[src/rtl/program_load_sequencer_if.sv]
// Host byte stream and instruction-memory write bus for the program load
// sequencer.
//   host_valid/host_byte/host_last : byte stream from host (valid/ready)
//   host_ready                     : sequencer can take a byte this cycle
//   I_MEM_Write_Enable/Data_In/Addr: word write port into the datapath I_MEM
// master = host/bench side, slave = sequencer side.
interface program_load_sequencer_if;
    logic        host_valid;
    logic [7:0]  host_byte;
    logic        host_last;
    logic        host_ready;
    logic        I_MEM_Write_Enable;
    logic [31:0] I_MEM_Data_In;
    logic [15:0] I_MEM_Write_Addr;

    modport master (
        output host_valid, host_byte, host_last,
        input  host_ready, I_MEM_Write_Enable, I_MEM_Data_In, I_MEM_Write_Addr
    );

    modport slave (
        input  host_valid, host_byte, host_last,
        output host_ready, I_MEM_Write_Enable, I_MEM_Data_In, I_MEM_Write_Addr
    );
endinterface

[src/rtl/program_load_sequencer.sv]
// Program load sequencer: packs a host byte stream (big-endian) into 32-bit
// words, writes them to instruction memory, pulses the datapath start, then
// watches PC_out for HALT_PC or a cycle budget and captures ALUOut at halt.
// Ports:
//   clk, rst        : clock, synchronous active-high reset
//   bus (slave)     : host byte stream + I_MEM write port
//   clear           : leave DONE back to IDLE
//   PC_out, ALUOut  : datapath observation
//   start           : datapath start (high in ARM)
//   busy            : not IDLE and not DONE
//   done/timeout/load_err : completion status, held in DONE
//   result          : ALUOut captured at halt
//   words_loaded    : number of words written
module program_load_sequencer #(
    parameter logic [31:0] HALT_PC        = 32'h0000_00FF,
    parameter int          MAX_RUN_CYCLES = 4096,
    parameter int          MAX_WORDS      = 1024,
    parameter int          START_CYCLES   = 1
) (
    input  logic                            clk,
    input  logic                            rst,
    program_load_sequencer_if.slave         bus,
    input  logic                            clear,
    input  logic [31:0]                     PC_out,
    input  logic [31:0]                     ALUOut,
    output logic                            start,
    output logic                            busy,
    output logic                            done,
    output logic                            timeout,
    output logic                            load_err,
    output logic [31:0]                     result,
    output logic [15:0]                     words_loaded
);
    localparam logic [2:0] S_IDLE  = 3'd0;
    localparam logic [2:0] S_LOAD  = 3'd1;
    localparam logic [2:0] S_WRITE = 3'd2;
    localparam logic [2:0] S_ARM   = 3'd3;
    localparam logic [2:0] S_RUN   = 3'd4;
    localparam logic [2:0] S_DONE  = 3'd5;

    logic [2:0]  state;
    logic [1:0]  byte_cnt;
    logic [16:0] word_ptr;     // one bit wider than the address so it can reach MAX_WORDS
    logic [31:0] run_cnt;
    logic [31:0] shreg;
    logic        last_word;    // word being written carried host_last
    logic [31:0] wdata;
    logic [15:0] waddr;
    logic        accept;
    logic [31:0] word_nxt;

    assign bus.host_ready         = (state == S_IDLE) || (state == S_LOAD);
    assign bus.I_MEM_Write_Enable = (state == S_WRITE);
    assign bus.I_MEM_Data_In      = wdata;
    assign bus.I_MEM_Write_Addr   = waddr;
    assign start                  = (state == S_ARM);
    assign busy                   = (state != S_IDLE) && (state != S_DONE);

    assign accept   = bus.host_valid && bus.host_ready;
    // Lane n sits at bits [31-8n -: 8]; shift by 8*(3-byte_cnt).
    assign word_nxt = shreg | ({24'd0, bus.host_byte} << {~byte_cnt, 3'b000});

    always_ff @(posedge clk) begin
        if (rst) begin
            state        <= S_IDLE;
            byte_cnt     <= '0;
            word_ptr     <= '0;
            run_cnt      <= '0;
            shreg        <= '0;
            last_word    <= 1'b0;
            wdata        <= '0;
            waddr        <= '0;
            done         <= 1'b0;
            timeout      <= 1'b0;
            load_err     <= 1'b0;
            result       <= '0;
            words_loaded <= '0;
        end else begin
            case (state)
                S_IDLE, S_LOAD: begin
                    if (accept) begin
                        // word_ptr only moves in WRITE, so a full memory is
                        // always detected on the first byte of a new word.
                        if (state == S_LOAD && word_ptr == 17'(MAX_WORDS)) begin
                            load_err <= 1'b1;
                            state    <= S_DONE;
                        end else if (byte_cnt == 2'd3 || bus.host_last) begin
                            wdata     <= word_nxt;
                            waddr     <= word_ptr[15:0];
                            last_word <= bus.host_last;
                            state     <= S_WRITE;
                        end else begin
                            shreg    <= word_nxt;
                            byte_cnt <= byte_cnt + 2'd1;
                            state    <= S_LOAD;
                        end
                    end
                end
                S_WRITE: begin
                    word_ptr     <= word_ptr + 17'd1;
                    words_loaded <= word_ptr[15:0] + 16'd1;
                    shreg        <= '0;
                    byte_cnt     <= '0;
                    run_cnt      <= '0;
                    state        <= last_word ? S_ARM : S_LOAD;
                end
                S_ARM: begin
                    if (run_cnt == 32'(START_CYCLES - 1)) begin
                        run_cnt <= '0;
                        state   <= S_RUN;
                    end else begin
                        run_cnt <= run_cnt + 32'd1;
                    end
                end
                S_RUN: begin
                    // Halt is checked first so it wins over a same-cycle timeout.
                    if (PC_out == HALT_PC) begin
                        result  <= ALUOut;
                        done    <= 1'b1;
                        run_cnt <= '0;
                        state   <= S_DONE;
                    end else if (run_cnt == 32'(MAX_RUN_CYCLES - 1)) begin
                        timeout <= 1'b1;
                        run_cnt <= '0;
                        state   <= S_DONE;
                    end else begin
                        run_cnt <= run_cnt + 32'd1;
                    end
                end
                S_DONE: begin
                    if (clear) begin
                        done     <= 1'b0;
                        timeout  <= 1'b0;
                        load_err <= 1'b0;
                        word_ptr <= '0;
                        shreg    <= '0;
                        byte_cnt <= '0;
                        state    <= S_IDLE;
                    end
                end
                default: state <= S_IDLE;
            endcase
        end
    end
endmodule

[src/flat_wrapper.sv]
// flat-port wrapper written by rule: the top's interface ports become plain ports
module program_load_sequencer_flat 
#(
    parameter logic [31:0] HALT_PC        = 32'h0000_00FF,
    parameter int          MAX_RUN_CYCLES = 4096,
    parameter int          MAX_WORDS      = 1024,
    parameter int          START_CYCLES   = 1
)
  (clk, rst, clear, PC_out, ALUOut, start, busy, done, timeout, load_err, result, words_loaded, bus_host_valid, bus_host_byte, bus_host_last, bus_host_ready, bus_I_MEM_Write_Enable, bus_I_MEM_Data_In, bus_I_MEM_Write_Addr);
  program_load_sequencer_if bus_i ();
  input  logic clk;
  input  logic rst;
  input  logic clear;
  input  logic [31:0] PC_out;
  input  logic [31:0] ALUOut;
  output logic start;
  output logic busy;
  output logic done;
  output logic timeout;
  output logic load_err;
  output logic [31:0] result;
  output logic [15:0] words_loaded;
  input wire logic [$bits(bus_i.host_valid)-1:0] bus_host_valid;
  input wire logic [$bits(bus_i.host_byte)-1:0] bus_host_byte;
  input wire logic [$bits(bus_i.host_last)-1:0] bus_host_last;
  output wire logic [$bits(bus_i.host_ready)-1:0] bus_host_ready;
  output wire logic [$bits(bus_i.I_MEM_Write_Enable)-1:0] bus_I_MEM_Write_Enable;
  output wire logic [$bits(bus_i.I_MEM_Data_In)-1:0] bus_I_MEM_Data_In;
  output wire logic [$bits(bus_i.I_MEM_Write_Addr)-1:0] bus_I_MEM_Write_Addr;
  assign bus_i.host_valid = bus_host_valid;
  assign bus_i.host_byte = bus_host_byte;
  assign bus_i.host_last = bus_host_last;
  assign bus_host_ready = bus_i.host_ready;
  assign bus_I_MEM_Write_Enable = bus_i.I_MEM_Write_Enable;
  assign bus_I_MEM_Data_In = bus_i.I_MEM_Data_In;
  assign bus_I_MEM_Write_Addr = bus_i.I_MEM_Write_Addr;
  program_load_sequencer #(.HALT_PC(HALT_PC), .MAX_RUN_CYCLES(MAX_RUN_CYCLES), .MAX_WORDS(MAX_WORDS), .START_CYCLES(START_CYCLES)) u_core (.clk(clk), .rst(rst), .bus(bus_i), .clear(clear), .PC_out(PC_out), .ALUOut(ALUOut), .start(start), .busy(busy), .done(done), .timeout(timeout), .load_err(load_err), .result(result), .words_loaded(words_loaded));
endmodule
[config.mk]
export PLATFORM = sky130hd
export DESIGN_NAME = program_load_sequencer_flat
export DESIGN_NICKNAME = d
export VERILOG_FILES = /design/src/rtl/program_load_sequencer_if.sv /design/src/rtl/program_load_sequencer.sv /design/src/flat_wrapper.sv
export SDC_FILE = /design/constraint.sdc
export NUM_CORES = 1
export LEC_CHECK = 0
export ABC_CLOCK_PERIOD_IN_PS = 6200
export BUFFER_PORTS_ARGS = -buffer_cell sky130_fd_sc_hd__buf_2
export CAP_MARGIN = 25
export CORE_MARGIN = 10
export CORE_UTILIZATION = 40
export CTS_BUF_LIST = sky130_fd_sc_hd__clkbuf_8
export CTS_CLUSTER_DIAMETER = 50
export CTS_CLUSTER_SIZE = 20
export DETAILED_ROUTE_END_ITERATION = 8
export PLACE_DENSITY = 0.71
export SYNTH_ARGS = -nofsm -noshare
export SYNTH_HDL_FRONTEND = slang
export SYNTH_SLANG_ARGS = --single-unit
[constraint.sdc]
create_clock -name clk -period 6.2 [get_ports clk]
set_clock_uncertainty 0.15 [all_clocks]
set_input_delay 0.31 -clock clk [delete_from_list [all_inputs] [get_ports clk]]
set_output_delay 0.31 -clock clk [all_outputs]
set_load 0.01 [all_outputs]
Word-level counts from Yosys, hierarchy flattened
Cells that the tools add are included.

operators by class
  order comparisons = 0
  multiplexer cells = 34
  shift-type cells = 1
  div/mod/pow operators = 0
  bitwise operators = 3
  multipliers = 0
  reduce and logical (&&, ||, !) cells = 22
  add/subtract/negate cells = 4
  equal/unequal tests = 20

operator list
  operator                                               number
  two-way mux 32 bit                                     7
  one-hot mux 32 bit (3 select lines)                    2
  one-hot mux 17 bit (2 select lines)                    1
  adder 32 x 1 -> 32 bit, second input constant          1
  equality test 32 x 12 -> 1 bit, second input constant  1
  equality test 32 x 8 -> 1 bit, second input constant   1
  logical NOT 32 bit                                     1
  OR 32 bit                                              1
  left shift 8 x 5 -> 32 bit                             1
  two-way mux 3 bit                                      6
  adder 17 x 1 -> 17 bit, second input constant          1
  equality test 17 x 11 -> 1 bit, second input constant  1
  two-way mux 17 bit                                     1
  adder 16 x 1 -> 16 bit, second input constant          1
  AND reduction 4 bit                                    4
  one-hot mux 3 bit (5 select lines)                     1
  two-way mux 2 bit                                      6
  inequality test 2 x 1 -> 1 bit, second input constant  5
  nonzero test 3 bit                                     3
  inequality test 2 bit, second input constant           4
  equality test 3 x 2 -> 1 bit, second input constant    2
  equality test 3 bit, second input constant             2
  two-way mux 1 bit                                      6
  one-hot mux 1 bit (2 select lines)                     3
  other kinds (16)                                       22

word-level totals
  word-level logic and storage cells = 97
  bits in writable memories = 0
  ROM bits = 0
  register bits after elaboration = 186
  latch bits = 0
  memories = 0

Longest topological paths before layout
Gate-level depths: netlist (run 1).

  depth after elaboration = 7
  depth in mapped cells = 10
  mapped depth without buffers = 8

Worst setup path before layout (run 1)
No wires, ideal clock.

  kind = reg-to-reg
  from = register u_core.run_cnt[1]
  to = register u_core.run_cnt[14]
  cell stages (with the launch flop) = 9
  clock period less this slack = 2232 ps
  setup time = 117 ps
  data arrival time = 1966 ps
  path slack = 3968 ps
  buffers on the path = 2
  data required time = 5933 ps
  path through = dfxtp_1 > ha_1 > nand4_1 > nor4_2 > and3b_1 > o32ai_4 > buf_2 > buf_2 > a22o_1

between the ends
  longest elaborated chain between the ends = 4
  elaborated cells on any way between the ends = 7
  those cells by class = add/sub: 1; eq/ne: 1; mux: 4; reduce/logical: 1

ends and longest elaborated chain
  item                                                                             RTL line                                                                                     text
  from (decl)                                                                      program_load_sequencer.sv:44                                                                 logic [31:0] run_cnt;
  from (signal assigned)                                                           program_load_sequencer.sv:112                                                                run_cnt <= run_cnt + 32'd1;
  from (signal assigned)                                                           program_load_sequencer.sv:127                                                                run_cnt <= run_cnt + 32'd1;
  adder 32 x 1 -> 32 bit / equality test 32 x 12 -> 1 bit (equally long branches)  program_load_sequencer.sv:112, program_load_sequencer.sv:127, program_load_sequencer.sv:122
  two-way mux 32 bit                                                               program_load_sequencer.sv:122                                                                end else if (run_cnt == 32'(MAX_RUN_CYCLES - 1)) begin
  two-way mux 32 bit                                                               program_load_sequencer.sv:117                                                                if (PC_out == HALT_PC) begin
  one-hot mux 32 bit (3 select lines) (*)                                          program_load_sequencer.sv:79                                                                 case (state)

Every way passes the cells marked *; elsewhere a longest branch is shown, timed or not.
A chain may end at the register's enable or synchronous reset.

Worst setup path in the final report (run 1)
  from = register u_core.state[0]
  to = output bus_I_MEM_Write_Enable

between the ends
  longest elaborated chain between the ends = 1

ends and longest elaborated chain
  item                          RTL line                       text
  from (decl)                   program_load_sequencer.sv:41   logic [2:0] state;
  from (signal assigned)        program_load_sequencer.sv:105  state <= last_word ? S_ARM : S_LOAD;
  equality test 3 x 2 -> 1 bit  program_load_sequencer.sv:53   assign bus.I_MEM_Write_Enable = (state == S_WRITE);
  to (decl)                     flat_wrapper.sv:27             output wire logic [$bits(bus_i.I_MEM_Write_Enable)-1:0] bus_I_MEM_Write_Enable;

Every way passes these cells.

==> results of run 1 <==
==> power groups by stage <==
stage               Sequential (mW)  Combinational, mW  Clock, mW
floorplan                      1.31              0.242          0
global placement               1.31              0.360          0
detailed placement             1.31              0.364          0
CTS                            1.29              0.382      0.916
global route                   1.29              0.427      0.968
finish                         1.29              0.383      0.891
==> flip-flops by register name, indices dropped and copies added, names as in the netlist <==
register and count:
u_core.shreg 32, u_core.load_err 1, u_core.bus.I_MEM_Write_Addr 16, u_core.run_cnt 32, u_core.bus.I_MEM_Data_In 32, u_core.result 32
u_core.words_loaded 16, u_core.byte_cnt 2, u_core.timeout 1, u_core.last_word 1, u_core.word_ptr 17, u_core.done 1
u_core.state 3
==> area by class of cell <==
cell class                      instances  area, sq um  area share [%]
Tap cell                              265          332            3.43
Inverter                               14         52.6           0.544
Antenna cell                            2         5.00          0.0518
Clock buffer                           17          234            2.42
Sequential cell                       186         3720            38.5
Clock inverter                         15          214            2.21
Timing Repair Buffer                  220         1330            13.7
Multi-Input combinational cell        690         3780            39.1
==> repair_timing <==
action | in CTS | in global routing
endpoints found under the setup margin | 0 | 0
hold buffers | 33 | 0
hold endpoints to repair | 33 | 0
setup buffers | 0 | 0
==> synth_stat cells (all sizes together) (3+ instances only) <==
| library cell | count |
|---|---|
| dfxtp | 186 |
| a21o | 7 |
| a41oi | 3 |
| or3 | 5 |
| a31oi | 20 |
| o21ai | 17 |
| nand2 | 151 |
| nor4 | 21 |
| xnor2 | 13 |
| and4 | 4 |
| a21oi | 114 |
| a211oi | 42 |
| and2 | 4 |
| nand2b | 5 |
| a22o | 9 |
| nand4 | 13 |
| nor2 | 122 |
| a22oi | 6 |
| nor4b | 3 |
| o21a | 6 |
| clkbuf | 47 |
| xor2 | 5 |
| nor3 | 45 |
| buf | 29 |
| inv | 12 |
| nand3 | 23 |
| and3 | 12 |
| ha | 5 |
| nor2b | 5 |
==> logic make-up after synthesis <==
kind of cell / Yosys count / synth area share (%)
XOR/XNOR: 18 / 2.00
flip-flops: 186 / 47.2
AO/OA/AOI/OAI: 244 / 19.7
AND/OR/NAND/NOR: 421 / 25.1
adder cells (fa/ha/maj): 5 / 0.794
buffers and inverters: 90 / 4.97
multiplexers: 2 / 0.254
==> stage by stage <==
step | total power, mW | hold WS (ps) | instance area [sq um]
2_1_floorplan | 1.55 | 287 | 7880
3_3_place_gp | 1.67 | 288 | 8830
3_5_place_dp | 1.68 | 294 | 8860
4_1_cts | 2.58 | 19.2 | 9630
5_1_grt | 2.69 | 31.2 | 9670
6_report | 2.56 | 47.2 | 9670
==> routing by layer <==
metal	wire, microns	global-route usage (%)
met4	427	5.80
met2	10800	28.1
met3	1440	4.73
met5	0	0
met1	10100	20.9
==> critical path, cell delays in order, from the launching register on <==
cell and delay (ps):
dfxtp_1 450, inv_1 240, nand3_2 460, clkinv_1 170, buf_4 350, buf_2 200
==> worst min-delay path by stage <==
stage,cells after the start,to
floorplan,2,u_core.last_word
global placement,2,u_core.result[19]
detailed placement,2,u_core.result[19]
CTS,3,u_core.shreg[30]
global route,3,u_core.shreg[0]
finish,3,u_core.shreg[30]
==> results_dict.tcl, run 1 <==
set metrics [dict create \
    status "completed" \
    r2r_end "u_core.shreg[17]" \
    r2r_start "u_core.state[0]" \
    rows 51 \
    setup_ws_ps 3380 \
    synth_cells 966 \
    cts_buffers 17 \
    nNetsFinal 1211 \
    maxSlewHeadroom_pct 43.7 \
    ys_ff_latch 186 \
    cp-startpoint "u_core.state[0]" \
    power.density_nw_per_um2 265 \
    final.fill_count 1896 \
    power_switching_uw 753 \
    drt_iter0_drc 563 \
    p_seq_share_pct 50.2 \
    start_util_pct 40.6 \
    power.leakage_nw 3.85 \
    via_per_inst 5.31 \
    cp-end-kind "output pin" \
    synth_flop_cell "dfxtp_1" \
    final_cell_mix "dfxtp_1, buf_2, nand2_1" \
    syn_area_sq_um 7880 \
    required_ps 5740 \
    grt_first_pass_wirelength_microns 36700 \
    clockPowerShare_pct 34.8 \
    cts_root_buf "clkbuf_8" \
    yosysTopAreaCell "dfxtp_1" \
    clk_path_buf_depth 2 \
    place_hpwl_microns 15700 \
    final_hold_viol_count 0 \
    coreArea_sq_um 19400 \
    synthTopCellsByArea "dfxtp_1, a21oi_1, nand2_1, nor2_1, a211oi_1" \
    max_freq_mhz 355 \
    vias 7481 \
    synth_top_area_share_pct 47.2 \
    dp.cells 1341 \
    fin_cells 1409 \
    pin_count 180 \
    drv_cap 0 \
    grt.total_usage_pct 17.0 \
    setup_viol 0 \
    synth_warnings 0 \
    finalCriticalPeriod_ps 2820 \
    critPathCapture "bus_I_MEM_Write_Enable" \
    cts.sinks 186 \
    grt_max_degree 65 \
    ff2ff_path_depth 7 \
    critPathLaunchType "flop" \
    synth-async-reset-ratio_pct 0 \
    worstPathArrival_ps 2360 \
    ir_drop_v 0.000172 \
    area_delta_synth_final_pct 22.6 \
    critical_path_class "reg2out" \
    hp-start "bus_host_byte[6]" \
    grt_pass1_vias 7006 \
    syn_nets 1048 \
    fin_util_pct 49.8 \
    antenna_found_initial 2 \
    p_sw_share_pct 29.4 \
    r2r_setup_slack_ps 3440 \
    dieArea_sq_um 25700 \
    ys_seq_area_share_pct 47.2 \
    fin_setup_tns_ps 0 \
    place_congestion 0.909 \
    clock_latency_ps 470 \
    slew_violations 0 \
    tightest_slew_ps 839 \
    p_comb_share_pct 15.0 \
    avgSynthCellArea_sq_um 8.16 \
    internal_power_mw 1.81 \
    dieHeight_microns 160 \
    synth_edf_count 0 \
    drive_above_1_share_pct 20.8 \
    drt-total-wl_microns 22700 \
    timing.critical_path.fanout_max 33 \
    drc 0 \
    fin_crit_sh_pct 45.4 \
    rsz0062_at_grt "no" \
    gr-total-overflow 0 \
    layout_commonest_cell "dfxtp_1" \
    dr.pass1.iters 7 \
    wl_per_cell_microns 16.1 \
    cts_htree_levels 4 \
    hold_path.class "in2reg" \
    clkTransAtPathRegs_ps 100 \
    cts_resized 0 \
    ant_nets 0 \
    dp_slack_ps 3060 \
    cts_tree "done" \
    die_w_microns 160 \
    synth.distinct_cells 67 \
    io_buffers 179 \
]
No activity file was read; power rests on OpenSTA's default activity.
==> run 2, diff against run 1 <==
--- a/config.mk
+++ b/config.mk
@@ -5,7 +5,7 @@
 export SDC_FILE = /design/constraint.sdc
 export NUM_CORES = 1
 export LEC_CHECK = 0
-export ABC_CLOCK_PERIOD_IN_PS = 6200
+export ABC_CLOCK_PERIOD_IN_PS = 2400
 export BUFFER_PORTS_ARGS = -buffer_cell sky130_fd_sc_hd__buf_2
 export CAP_MARGIN = 25
 export CORE_MARGIN = 10
@@ -14,7 +14,7 @@
 export CTS_CLUSTER_DIAMETER = 50
 export CTS_CLUSTER_SIZE = 20
 export DETAILED_ROUTE_END_ITERATION = 8
-export PLACE_DENSITY = 0.71
+export PLACE_DENSITY = 0.73
 export SYNTH_ARGS = -nofsm -noshare
 export SYNTH_HDL_FRONTEND = slang
 export SYNTH_SLANG_ARGS = --single-unit
==> constraint.sdc (replaced) <==
create_clock -name clk -period 2.4 [get_ports clk]
set_clock_uncertainty 0.15 [all_clocks]
set_input_delay 0.12 -clock clk [delete_from_list [all_inputs] [get_ports clk]]
set_output_delay 0.12 -clock clk [all_outputs]
set_load 0.01 [all_outputs]
==> run 2 against run 1 <==
Against the previous run:
- core utilization increased by 2.8 points
- hold slack improved by 69 ps
- count of clock-buffer cells in the layout unchanged
- clock power increased by 130%
- largest power group unchanged
==> results_dict.tcl, run 2 (synthesized netlist as in run 1, its figures left out) <==
set metrics [dict create \
    coreArea_sq_um 19400 \
    gr-total-overflow 0 \
    critPathLaunchType "flop" \
    status "completed" \
    drt_iter0_drc 639 \
    grt_pass1_vias 7389 \
    power.density_nw_per_um2 639 \
    area_delta_synth_final_pct 29.6 \
    final_area_sq_um 10200 \
    cts.sinks 186 \
    critPathSlowestCell "nor4_2" \
    dieArea_sq_um 25700 \
    grt_max_degree 65 \
    dieHeight_microns 160 \
    required_ps 2640 \
    rows 51 \
    io_buffers 179 \
    p_seq_share_pct 50.6 \
    cts_htree_levels 4 \
    setup_ws_ps 113 \
    r2r_start "u_core.run_cnt[1]" \
    grt_first_pass_wirelength_microns 38600 \
    start_util_pct 40.6 \
    cts_root_buf "clkbuf_8" \
    r2r_end "u_core.run_cnt[30]" \
    cts_tree "done" \
    grt.total_usage_pct 17.9 \
    drt-total-wl_microns 24200 \
    power.leakage_nw 4.19 \
    dp_slack_ps 49.5 \
    clockPowerShare_pct 32.0 \
    fin_crit_sh_pct 95.3 \
    drv_cap 0 \
    hold_ws_ps 116 \
    slew_violations 0 \
    pin_count 180 \
    finalCriticalPeriod_ps 2290 \
    worstPathArrival_ps 2520 \
    power_switching_mw 1.98 \
    timing.critical_path.fanout_max 5 \
    hold_end "u_core.last_word" \
    dpl_cell_area_sq_um 9310 \
    drc 0 \
    layout_commonest_cell "dfxtp_1" \
    die_w_microns 160 \
    clkTransAtPathRegs_ps 100 \
    hold_path.class "in2reg" \
    crit_family "simple AND/OR/NAND/NOR gates" \
    max_freq_mhz 437 \
    cp-end-kind "flop" \
    place_hpwl_microns 16800 \
    final_cell_mix "dfxtp_1, buf_2, nand2_1" \
    tightest_slew_ps 713 \
    maxSlewHeadroom_pct 52.5 \
    p_comb_share_pct 17.4 \
    ant_nets 0 \
    cp_num_buf_inv 1 \
    final_hold_viol_count 0 \
    min_path_cells 5 \
    wl_per_cell_microns 16.4 \
    internal_power_mw 4.55 \
    clock_latency_ps 460 \
    antenna_found_initial 1 \
    dr.pass1.iters 5 \
    ff2ff_path_depth 7 \
    p_sw_share_pct 30.3 \
    crit_chain "ha_1 > buf_4 > and4_1 > nand4_1 > nor4_2 > nand3_1 > mux2i_1" \
    vias 7848 \
    r2r_setup_slack_ps 110 \
    clk_path_buf_depth 2 \
    rsz0062_at_grt "yes" \
    critical-path-max-stage-delay_ps 490 \
    drive_above_1_share_pct 25.6 \
    cts_buffers 17 \
    nNetsFinal 1279 \
    place_congestion 0.858 \
    critical_path_class "reg2reg" \
    hp-start "bus_host_valid" \
    ir_drop_v 0.000382 \
    via_per_inst 5.32 \
    setup_viol 0 \
]
run 2: cell count changes in the layout (fill, tap and decap cells not counted), sizes merged, moves of 2 or more:
cell         change
buf             +57
dlygate4sd3     +10
inv              +3
bufinv           -2
clkinv           -2
run 2: per-stage QoR:
stage          power [mW]  TNS, ps  std cells  utilization [%]
6_report             6.53        0       1475             52.7
2_1_floorplan        4.01        0        966                -
4_1_cts              6.57        0       1472             52.2
3_5_place_dp         4.44        0       1398             48.0
3_3_place_gp         4.43        0       1398             48.0
5_1_grt              6.85    -12.3       1475             52.7
run 2: how the worst max path moves through the flow:
stage | to | startpoint | slack, ps | cells past startpoint
6_report | u_core.run_cnt[30] | u_core.run_cnt[1] | 110 | 7
5_1_grt | u_core.shreg[20] | u_core.word_ptr[11] | -10 | 6
4_1_cts | u_core.run_cnt[28] | u_core.run_cnt[1] | 10 | 8
3_5_place_dp | u_core.run_cnt[29] | u_core.run_cnt[1] | 50 | 8
3_3_place_gp | u_core.run_cnt[19] | u_core.state[0] | 110 | 6
2_1_floorplan | u_core.run_cnt[14] | u_core.run_cnt[1] | 170 | 8
run 2: area by class of cell:
class / instances / area [sq um]
Fill cell: 1828 / 9180
Multi-Input combinational cell: 691 / 3840
Sequential cell: 186 / 3730
Timing Repair Buffer: 287 / 1870
Tap cell: 265 / 332
Clock buffer: 17 / 234
Clock inverter: 14 / 155
Inverter: 14 / 52.6
Antenna cell: 1 / 2.50
run 2: power groups by stage:
stage               clock, mW  combinational, mW  sequential [mW]
floorplan                   0              0.625             3.39
global placement            0               1.06             3.37
detailed placement          0               1.07             3.37
CTS                      2.14               1.13             3.30
global route             2.27               1.26             3.32
finish                   2.09               1.13             3.31
run 2: worst min-delay path, cell delays in order:
cell and delay (ps):
buf_2 120, nand2_1 80, or3_1 170, nand2_1 70, a21oi_1 130
run 2: metal layers:
metal,vias to the layer above,wire [microns],global-route usage (%)
met5,-,0,0
met4,0,375,5.38
met3,33,1700,5.09
met2,285,11400,28.8
met1,3666,10700,22.6
li1,3864,-,-
run 2: repair_timing:
item | CTS | global route
hold buffers | 43 | 0
resized for setup | 0 | 17
hold endpoints to repair | 124 | 0
setup endpoints to repair | 0 | 35
setup buffers | 0 | 1
==> run 3, diff against run 2 <==
--- a/config.mk
+++ b/config.mk
@@ -14,6 +14,7 @@
 export CTS_CLUSTER_DIAMETER = 50
 export CTS_CLUSTER_SIZE = 20
 export DETAILED_ROUTE_END_ITERATION = 8
+export GPL_TIMING_DRIVEN = 0
 export PLACE_DENSITY = 0.73
 export SYNTH_ARGS = -nofsm -noshare
 export SYNTH_HDL_FRONTEND = slang
==> run 3 against run 2 <==
Against the previous run:
- core utilization rose by 0.39 points
- via count rose by 1.8%
- setup slack got worse by 98 ps
- design area rose by 0.74%
- die area did not move
- combinational power rose by 7%
- register-to-register slack got worse by 98 ps
- clock power rose by 6%
==> results_dict.tcl, run 3 (synthesized netlist as in run 1, its figures left out) <==
set metrics [dict create \
    final.fill_count 1811 \
    clk_path_buf_depth 2 \
    final_hold_viol_count 0 \
    hold_path.class "in2reg" \
    drt-total-wl_microns 25300 \
    crit_chain "buf_2 > nor4_1 > nand4_1 > o21ai_4 > o32ai_4 > buf_4 > and3_1 > a221o_1" \
    grt.total_usage_pct 18.3 \
    p_seq_share_pct 49.0 \
    rows 51 \
    grt_first_pass_wirelength_microns 39000 \
    antenna_found_initial 1 \
    cts_htree_levels 4 \
    critPathSlowestCell "nor4_1" \
    nNetsFinal 1289 \
    io_buffers 171 \
    cp_num_buf_inv 2 \
    area_delta_synth_final_pct 30.5 \
    place_hpwl_microns 17800 \
    layout_commonest_cell "buf_2" \
    coreArea_sq_um 19400 \
    power.leakage_nw 4.21 \
    clockPowerShare_pct 33.0 \
    dp.cells 1402 \
    critPathLaunchType "flop" \
    finalCriticalPeriod_ps 2390 \
    drc 0 \
    status "completed" \
    dieArea_sq_um 25700 \
    die_w_microns 160 \
    clock_latency_ps 470 \
    max_freq_mhz 419 \
    dr.pass1.iters 5 \
    power_switching_mw 1.98 \
    clkTransAtPathRegs_ps 100 \
    setup_viol 0 \
    place_congestion 0.918 \
    cts_tree "done" \
    cts.sinks 186 \
    grt_pass1_vias 7367 \
    internal_power_mw 4.75 \
    dpl_cell_area_sq_um 9070 \
    via_per_inst 5.38 \
    dieHeight_microns 160 \
    wl_per_cell_microns 17.0 \
    start_util_pct 40.6 \
    fin_cells 1485 \
    required_ps 2620 \
    drive_above_1_share_pct 25.1 \
    vias 7992 \
    slew_violations 0 \
    cts_buffers 17 \
    crit_family "simple AND/OR/NAND/NOR gates" \
    grt_max_degree 17 \
    cp-end-kind "flop" \
    drv_cap 0 \
    pin_count 180 \
    tightest_slew_ps 719 \
    drt_iter0_drc 706 \
    critical_path_class "reg2reg" \
    worstPathArrival_ps 2600 \
    final_area_sq_um 10300 \
    fin_crit_sh_pct 99.4 \
    critical-path-max-stage-delay_ps 370 \
    cts_root_buf "clkbuf_8" \
    power.density_nw_per_um2 654 \
    p_sw_share_pct 29.5 \
    rsz0062_at_grt "yes" \
    timing.critical_path.fanout_max 7 \
    p_comb_share_pct 17.9 \
    ant_nets 0 \
    maxSlewHeadroom_pct 52.0 \
    final_cell_mix "buf_2, dfxtp_1, nand2_1" \
    gr-total-overflow 0 \
    ir_drop_v 0.000423 \
    fin_util_pct 53.0 \
]
run 3: changes by cell type in the layout (fill, tap and decap cells not counted), sizes merged:
cell	before	now
inv	19	15
o32ai	3	2
buf	244	218
bufinv	1	3
clkbuf	17	55
clkinvlp	3	4
run 3: final timing paths:
check	start	end	slack, ps	depth (start not counted)
worst min-delay path	bus_host_valid	u_core.bus.I_MEM_Data_In[16]	170	6
worst min register to register	u_core.result[24]	u_core.result[24]	310	2
worst max register to register	u_core.run_cnt[3]	u_core.run_cnt[19]	10	8
worst max-delay path	u_core.run_cnt[3]	u_core.run_cnt[19]	10	8
run 3: per-layer routing:
metal  up-vias  part of all wire (%)  global-route usage (%)
met3        44                   8.3                    5.32
met4         0                   2.1                    5.68
li1       3887                     -                       -
met5         -                     0                       0
met2       338                    47                    30.2
met1      3723                    42                    22.4
run 3: worst register-to-register path: stages (launching register included):
cell and delay (ps):
dfxtp_1 300, buf_2 160, nor4_1 370, nand4_1 220, o21ai_4 290, o32ai_4 190
buf_4 190, and3_1 160, a221o_1 250
run 3: repair_timing:
item	4_1_cts	5_1_grt
pin swaps	3	11
resized for setup	26	50
buffers inserted	4	11
hold endpoints to repair	101	0
hold buffers	43	0
endpoints found under the setup margin	138	150
gates cloned	0	1
run 3: stage by stage:
stage / setup WS [ps] / hold slack (ps) / setup TNS [ps] / total power, mW
detailed placement: -371 / 214 / -26350 / 4.40
CTS: 2.25 / 75.2 / 0 / 6.67
global route: -53.8 / 195 / -290 / 7.00
finish: 14.1 / 166 / 0 / 6.73
floorplan: 168 / 106 / 0 / 4.01
global placement: -338 / 211 / -25460 / 4.38
run 3: layout make-up:
| type | instances | area [sq um] | area share, % |
|---|---|---|---|
| Timing Repair Buffer | 230 | 1400 | 13.6 |
| Buffer | 68 | 348 | 3.38 |
| Clock buffer | 18 | 248 | 2.41 |
| Tap cell | 265 | 332 | 3.22 |
| Antenna cell | 1 | 2.50 | 0.0243 |
| Multi-Input combinational cell | 690 | 4000 | 38.9 |
| Sequential cell | 186 | 3730 | 36.3 |
| Clock inverter | 13 | 168 | 1.63 |
| Inverter | 14 | 57.6 | 0.559 |
run 3: power groups by stage:
stage | logic, mW | registers [mW] | clock network, mW
floorplan | 0.625 | 3.39 | 0
detailed placement | 1.04 | 3.36 | 0
global route | 1.32 | 3.32 | 2.36
CTS | 1.13 | 3.29 | 2.25
finish | 1.21 | 3.30 | 2.22
global placement | 1.02 | 3.36 | 0
